[config.mk]
export PLATFORM = sky130hd
export DESIGN_NAME = qspi_master_ctrl
export DESIGN_NICKNAME = d
export VERILOG_FILES = /design/src/rtl/qspi_master_ctrl.sv
export SDC_FILE = /design/constraint.sdc
export NUM_CORES = 1
export LEC_CHECK = 0
export BUFFER_PORTS_ARGS = -buffer_cell sky130_fd_sc_hd__buf_4
export CAP_MARGIN = 20
export CORE_ASPECT_RATIO = 1.5
export CORE_UTILIZATION = 60
export DETAILED_ROUTE_END_ITERATION = 7
export PLACE_DENSITY = 0.91
export SLEW_MARGIN = 20
export SYNTH_ARGS = -nofsm -noshare
export SYNTH_HDL_FRONTEND = slang
export SYNTH_SLANG_ARGS = --single-unit
[constraint.sdc]
create_clock -name i_clk -period 3.95 [get_ports i_clk]
set_input_delay 0.5925 -clock i_clk [delete_from_list [all_inputs] [get_ports i_clk]]
set_output_delay 0.5925 -clock i_clk [all_outputs]
set_load 0.05 [all_outputs]
[src/rtl/qspi_master_ctrl.sv]
// qspi_master_ctrl: single/dual/quad SPI master, MSB first, mode-0 sclk,
// multi-word bursts under one cs_n. Optional macro QSPI_LOOPBACK_EN.
//
// Ports (clock / reset):
//   i_clk, i_reset         system clock; async active-high reset
// Ports (host side):
//   i_start                begin a transfer (sampled in IDLE only)
//   i_lane_mode            0 single, 1 dual, 2/3 quad (latched at start)
//   i_num_words            burst length minus one (latched at start)
//   i_tx_data, o_tx_ready  word to send; loaded while o_tx_ready=1
//   o_rx_data, o_rx_valid  received word and its 1-cycle strobe
//   o_busy, o_done         transfer in progress / end-of-transfer pulse
// Ports (pad side):
//   o_sclk, o_cs_n         serial clock and chip select
//   o_mosi, o_mosi_oe      IO lane outputs and per-lane output enables
//   i_miso                 IO lane inputs
module qspi_master_ctrl #(
  parameter int DATA_W  = 8,
  parameter int CLK_DIV = 2,
  parameter int CNT_W   = 8
) (
  input  logic              i_clk,
  input  logic              i_reset,
  input  logic              i_start,
  input  logic [1:0]        i_lane_mode,
  input  logic [CNT_W-1:0]  i_num_words,
  input  logic [DATA_W-1:0] i_tx_data,
  output logic              o_tx_ready,
  output logic [DATA_W-1:0] o_rx_data,
  output logic              o_rx_valid,
  output logic              o_busy,
  output logic              o_done,
  output logic              o_sclk,
  output logic              o_cs_n,
  output logic [3:0]        o_mosi,
  output logic [3:0]        o_mosi_oe,
  input  logic [3:0]        i_miso
);

  localparam int DIV_W = (CLK_DIV > 1) ? $clog2(CLK_DIV) : 1;
  localparam int SL_W  = $clog2(DATA_W);

  typedef enum logic [1:0] {
    IDLE, CS_SETUP, SHIFT, CS_HOLD
  } state_t;

  state_t r_state, w_next;

  logic [1:0]        r_mode;
  logic [CNT_W-1:0]  r_words;
  logic [DIV_W-1:0]  r_div;
  logic [SL_W-1:0]   r_slot;
  logic [DATA_W-1:0] r_tx, r_rx, r_rx_data;
  logic              r_rx_valid, r_busy, r_done;
  logic              r_sclk, r_cs_n;

  logic              w_tick, w_rise, w_fall;
  logic              w_last_slot, w_last_word;
  logic              w_load, w_done_set, w_active;
  logic [1:0]        w_mode_eff;
  logic [SL_W-1:0]   w_slot_init;
  logic [3:0]        w_bits, w_oe, w_lanes;
  logic              w_sbit;
  logic [DATA_W-1:0] w_tx_shift, w_rx_shift;

  assign w_tick      = r_div == DIV_W'(CLK_DIV - 1);
  assign w_rise      = (r_state == SHIFT) && w_tick && !r_sclk;
  assign w_fall      = (r_state == SHIFT) && w_tick && r_sclk;
  assign w_last_slot = r_slot == '0;
  assign w_last_word = r_words == '0;
  assign w_active    = (r_state == CS_SETUP) || (r_state == SHIFT);

  // First word takes its mode from the port, later words from the latch.
  assign w_mode_eff = (r_state == IDLE) ? i_lane_mode : r_mode;

  always_comb begin
    w_slot_init = SL_W'(DATA_W - 1);
    unique case (1'b1)
      w_mode_eff[1]:          w_slot_init = SL_W'(DATA_W / 4 - 1);
      (w_mode_eff == 2'b01):  w_slot_init = SL_W'(DATA_W / 2 - 1);
      default: ;
    endcase
  end

  always_comb begin
    w_bits     = {3'b000, r_tx[DATA_W-1]};
    w_oe       = 4'b0001;
    w_tx_shift = r_tx << 1;
    w_rx_shift = (r_rx << 1) | DATA_W'(w_sbit);
    unique case (1'b1)
      r_mode[1]: begin
        w_bits     = r_tx[DATA_W-1 -: 4];
        w_oe       = 4'b1111;
        w_tx_shift = r_tx << 4;
        w_rx_shift = (r_rx << 4) | DATA_W'(w_lanes);
      end
      (r_mode == 2'b01): begin
        w_bits     = {2'b00, r_tx[DATA_W-1 -: 2]};
        w_oe       = 4'b0011;
        w_tx_shift = r_tx << 2;
        w_rx_shift = (r_rx << 2) | DATA_W'(w_lanes[1:0]);
      end
      default: ;
    endcase
  end

  assign o_mosi    = w_active ? w_bits : 4'b0000;
  assign o_mosi_oe = w_active ? w_oe : 4'b0000;

`ifdef QSPI_LOOPBACK_EN
  // Sample path reads back what we drive; disabled lanes read 0.
  assign w_lanes = o_mosi & o_mosi_oe;
  assign w_sbit  = w_lanes[0];
`else
  assign w_lanes = i_miso;
  assign w_sbit  = i_miso[1];
`endif

  always_ff @(posedge i_clk or posedge i_reset) begin
    if (i_reset) r_state <= IDLE;
    else         r_state <= w_next;
  end

  always_comb begin
    w_next     = r_state;
    w_load     = 1'b0;
    w_done_set = 1'b0;
    unique case (r_state)
      IDLE: begin
        if (i_start) begin
          w_next = CS_SETUP;
          w_load = 1'b1;
        end
      end
      CS_SETUP: if (w_tick) w_next = SHIFT;
      SHIFT: begin
        if (w_fall && w_last_slot) begin
          if (w_last_word) w_next = CS_HOLD;
          else             w_load = 1'b1;
        end
      end
      CS_HOLD: begin
        if (w_tick) begin
          w_next     = IDLE;
          w_done_set = 1'b1;
        end
      end
      default: w_next = IDLE;
    endcase
  end

  assign o_tx_ready = w_load;

  always_ff @(posedge i_clk or posedge i_reset) begin
    if (i_reset) begin
      r_mode     <= '0;
      r_words    <= '0;
      r_div      <= '0;
      r_slot     <= '0;
      r_tx       <= '0;
      r_rx       <= '0;
      r_rx_data  <= '0;
      r_rx_valid <= 1'b0;
      r_busy     <= 1'b0;
      r_done     <= 1'b0;
      r_sclk     <= 1'b0;
      r_cs_n     <= 1'b1;
    end else begin
      r_rx_valid <= 1'b0;
      r_done     <= 1'b0;
      if (r_state == IDLE || w_tick) r_div <= '0;
      else                           r_div <= r_div + 1'b1;
      if (w_load) begin
        r_tx   <= i_tx_data;
        r_slot <= w_slot_init;
      end
      if (r_state == IDLE && i_start) begin
        r_mode  <= i_lane_mode;
        r_words <= i_num_words;
        r_busy  <= 1'b1;
        r_cs_n  <= 1'b0;
        r_rx    <= '0;
      end
      if (w_rise) begin
        r_sclk <= 1'b1;
        r_rx   <= w_rx_shift;
        if (w_last_slot) begin
          r_rx_data  <= w_rx_shift;
          r_rx_valid <= 1'b1;
        end
      end
      if (w_fall) begin
        r_sclk <= 1'b0;
        if (w_last_slot) begin
          if (!w_last_word) r_words <= r_words - 1'b1;
        end else begin
          r_slot <= r_slot - 1'b1;
          r_tx   <= w_tx_shift;
        end
      end
      if (w_done_set) begin
        r_cs_n <= 1'b1;
        r_done <= 1'b1;
        r_busy <= 1'b0;
      end
    end
  end

  assign o_rx_data  = r_rx_data;
  assign o_rx_valid = r_rx_valid;
  assign o_busy     = r_busy;
  assign o_done     = r_done;
  assign o_sclk     = r_sclk;
  assign o_cs_n     = r_cs_n;

endmodule

Yosys cells after proc, flatten, opt, wreduce, memory -nomap -nowiden
Cells that the tools add are included.

Output and inout port bits: 22. Register bits after elaboration: 44. Bits of input ports: 25. Logic and storage cells: 87.

Add/sub/neg operators: 3. Eq/ne operators: 10. Bitwise gates (word level): 3. Mux-type cells: 42. Reduce and logical (&&, ||, !) cells: 16.

Operators with widths (number): 8-bit 2-to-1 mux (7); 8-bit one-hot mux with 2 select lines (2); 4-bit one-hot mux with 2 select lines (2); 1-bit 2-to-1 mux (15); 7-bit 2-to-1 mux (2); 2-bit 2-to-1 mux (6); 3-bit 2-to-1 mux (3); 8-bit logical NOT (1); 4-bit 2-to-1 mux (2); 2-bit != test, second input constant (4); 8-bit by 1-bit OR with 8-bit output (1); 8-bit by 2-bit OR with 8-bit output (1); 8-bit by 4-bit OR with 8-bit output (1); 2-bit one-hot mux with 4 select lines (1); 8-bit by 1-bit subtractor with 8-bit output, second input constant (1); 2-bit by 1-bit == test with 1-bit output, second input constant (3); 3-bit one-hot mux with 2 select lines (1); 2-bit nonzero test (3); 1-bit logical AND (5); 5-bit AND reduction (1); 2-bit == test, second input constant (2); 3-bit logical NOT (1); 3-bit by 1-bit subtractor with 3-bit output, second input constant (1); 2-bit logical NOT (1); other kinds (6) (7).

Logic depth before layout (Yosys ltp)
Word-level depth: 9. Gate-level depth with buffers: 8. Mapped depth without buffers: 6.

Least setup slack after synthesis
Ideal clock, no wire load.

Kind: reg-to-output. From: reg r_sclk, in the netlist o_sclk. To: out o_tx_ready. Cell stages (with the launch flop): 6. Setup slack: 1.563 ns. Required time: 3.357 ns. Path buffers: 2. Arrival time: 1.795 ns. Path through: dfrtp_1 -> nand3_1 -> a211o_1 -> buf_6 -> buf_4 -> nand2_1.

Cells in the longest elaborated chain, start to end: 4.

Ends and longest elaborated chain: start: declaration (RTL line 55) `logic r_sclk, r_cs_n;`; start signal: assignment (RTL line 166) `r_sclk <= 1'b0;`; start signal: assignment (RTL line 185) `r_sclk <= 1'b1;`; start signal: assignment (RTL line 193) `r_sclk <= 1'b0;`; 1-bit logical AND (RTL line 68) `assign w_fall = (r_state == SHIFT) && w_tick && r_sclk;`; 1-bit logical AND (RTL line 137) `if (w_fall && w_last_slot) begin`; 1-bit 2-to-1 mux (RTL line 137); 1-bit one-hot mux with 2 select lines (RTL line 128) `unique case (r_state)`; end: declaration (RTL line 28) `output logic o_tx_ready,`.

Every way passes these cells.

Worst setup path in the final report
From: reg r_words[0]. To: out o_tx_ready.

Cells in the longest elaborated chain, start to end: 4.

Ends and longest elaborated chain: start: declaration (RTL line 50) `logic [CNT_W-1:0] r_words;`; start signal: assignment (RTL line 179) `r_words <= i_num_words;`; start signal: assignment (RTL line 195) `if (!w_last_word) r_words <= r_words - 1'b1;`; 8-bit logical NOT (RTL line 70) `assign w_last_word = r_words == '0;`; 1-bit 2-to-1 mux (RTL line 138) `if (w_last_word) w_next = CS_HOLD;`; 1-bit 2-to-1 mux (RTL line 137); 1-bit one-hot mux with 2 select lines (RTL line 128).

Every way passes these cells.

==> results.yml <==
status:
  status: "complete, no violations"
place:
  place_hpwl_um: 3919
  place_inst: 344
  portBuffers: 46
  pre_cts_ws_ns: 1.549
  place.gp.congestion: 0.7813
floorplan:
  coreArea_um2: 3994
  start_util_pct: 63.25
  die_h_um: 81.47
  die_area_um2: 4479
  row_count: 28
  ios: 47
  die_width_um: 54.98
route:
  drcViolationCount: 0
  num_vias: 2138
  vias_per_cell: 6.074
  ant_nets: 0
  first_iter_violations: 72
  routedWlPerCell_um: 15.74
  wirelength_um: 5541
  firstDrtPassIters: 5
finish:
  areaGrowthSynthToFinish_pct: 15.95
  finalNetCount: 340
  drive_gt1_share_pct: 22.15
  nFillCells: 328
  diodes: 0
  final-instance-count-excl-fill: 352
timing:
  min_period_ns: 2.728
  hold_viol_final: 0
  max_freq_ghz: 0.3666
  tightest_slew_ns: 0.9703
  min_period_over_period_pct: 69.05
  clock_skew_ns: 0.004872
  setup_ws_ns: 1.222
  setup_tns_ns: 0
  setup_viol: 0
  rsz0062_at_grt: "false"
  slew-limit-headroom_pct: 35.11
  slew_violations: 0
grt:
  grt_pass1_wl_um: 9025
  antenna_found_initial: 0
  grt_overflow: 0
  grt_use_total_pct: 27.92
  grt_max_degree: 30
  grt_pass1_vias: 2041
synthesis:
  ys.warnings.count: 0
  synth_cell_types: 47
  ys_ff_latch: 44
  seq_area_frac_synth_pct: 43.64
  async_reset_ff_share_pct: 100.0
  synth_enable_flop_cells: 0
  synth_area_um2: 2526
  synthTopCellsByArea: "dfrtp_1, mux2i_1, o21ai_0, nand2_1, ha_1"
  synth_area_per_cell_um2: 9.322
  synth.top_cell.area_share_pct: 42.60
  syn_nets: 305
  netlist_instances: 271
  synth_ff_type: "dfrtp_1"
  yosysTopAreaCell: "dfrtp_1"
worst_setup_path:
  crit_fanout: 17
  crit_slowest_cell: "a211o_1"
  reg2reg_from: "r_state[0]"
  cp-start-kind: "flop"
  r2r_slack_ns: 1.64
  worstSetupEndpointType: "output port"
  critPathArrivalTime_ns: 2.14
  cp-startpoint: "r_words[0]"
  r2r-end: "r_words[4]"
  cp.required_ns: 3.36
  critical_path_class: "reg -> out"
  max_stage_delay_ns: 0.52
  reg2reg_depth: 6
  worstPathCellList: "inv_1, ha_1, nor4b_4, a211o_1, nand2_1, buf_4"
pwr:
  p_leak_nw: 1.386
  fin_total_pwr_w: 0.002526
  cellPowerDensity_nw_per_um2: 862.3
  ir_drop_mv: 0.5498
job:
  max-cap-violations: 0
clock_tree:
  worstSkewPairLatency_ns: 0.30
  cts_resized: 0
  cts_tree: "yes"
  cts_made_buffers: 5
  root_buffer: "clkbuf_8"
  clockBufferDepth: 2
  cts_max_level: 2
  clock_sinks: 44
  cts_setup_buffers: 0
  cts_hold_buf: 0
  clkTransAtPathRegs_ns: 0.08
worst_hold_path:
  hold_path.class: "in -> async"
==> final cells by class <==
| type | instances | area [um^2] | area share [%] |
|---|---|---|---|
| clock buffer | 6 | 82.58 | 2.819 |
| clock inverter | 2 | 10.01 | 0.3417 |
| inverter | 10 | 37.54 | 1.282 |
| multi-input combinational | 197 | 1280 | 43.70 |
| sequential | 44 | 1102 | 37.63 |
| tap | 45 | 56.30 | 1.922 |
| timing repair buffer | 48 | 360.3 | 12.30 |
==> critical path: cells and delay by family (launching register included) <==
family,cells,cell delay (ns)
flops,1,0.42
compound gates,1,0.52
buf+inv,2,0.30
fa+ha+maj,1,0.17
simple gates,2,0.42
==> cell usage after synthesis (4+ instances only) <==
cell type  count
dfrtp_1       43
nand2_1       32
o21ai_0       27
mux2i_1       19
a21oi_1       17
nor2_1        17
nand3_1       13
inv_1         10
clkbuf_1       9
ha_1           9
a31oi_1        8
a22oi_1        5
and2_1         5
and3_1         5
mux2_2         5
buf_2          4
==> per-stage QoR <==
stage	instance area (um^2)	util (%)	hold slack (ns)
2_1_floorplan	2526	-	0.4434
3_3_place_gp	2836	71.02	0.4575
3_5_place_dp	2836	71.02	0.4744
4_1_cts	2929	73.34	0.4924
5_1_grt	2929	73.34	0.5092
6_report	2929	73.34	0.4701
==> power by group <==
group | switching (W) | total, W | leakage [nW] | internal, W
logic | 0.000816 | 0.00133 | 0.797 | 0.000515
clock network | 0.000151 | 0.000291 | 0.0510 | 0.000140
registers | 0.000258 | 0.000904 | 0.538 | 0.000646
==> worst max-delay path by stage <==
stage | end | slack, ns
after CTS | o_tx_ready | 1.21
after global routing | o_tx_ready | 1.04
after detailed placement | o_tx_ready | 1.55
after global placement | o_tx_ready | 1.63
final | o_tx_ready | 1.22
after floorplan | o_tx_ready | 1.56
==> sequential cells by signal, summed over array words and instances (netlist names) <==
name / flops
o_rx_data: 8
r_tx: 8
r_words: 8
r_rx: 7
r_slot: 3
r_mode: 2
r_state: 2
o_busy: 1
o_cs_n: 1
o_done: 1
o_rx_valid: 1
o_sclk: 1
r_div: 1
==> metal layers <==
layer  part of all wire (%)  wire [um]  vias up  track usage [%]
li1                       -          -     1027                -
met1                     40       2230     1026            32.11
met5                      0          0        -                0
met2                     54       2967       76            50.00
met4                    1.4         77        0            9.250
met3                    4.8        265        9            5.185
==> cell usage in the layout, fill, tap and decap left out, types with 2 or more instances in the layout <==
cell and instances:
ha_1 9, nand3_1 13, nand2_1 32, o21ai_0 27, clkinv_2 2, a31oi_1 8, nor3_1 3, nor2b_1 2
nand2b_1 2, mux2_2 5, a22oi_1 5, and3_1 5, mux2i_1 19, dfrtp_1 43, and2_1 5, buf_4 48
inv_1 10, nand4_1 3, a21oi_1 17, o221a_1 2, clkbuf_8 6, nor2_1 17, nor4_1 2
==> kinds of logic after synthesis <==
logic type / share of synthesized area, %
AO/OA/AOI/OAI: 18.28
adder cells (fa/ha/maj): 4.458
buffers and inverters: 5.696
flip-flops: 43.64
multiplexers: 10.35
AND/OR/NAND/NOR: 17.58
(Power assumes the default switching activity.)
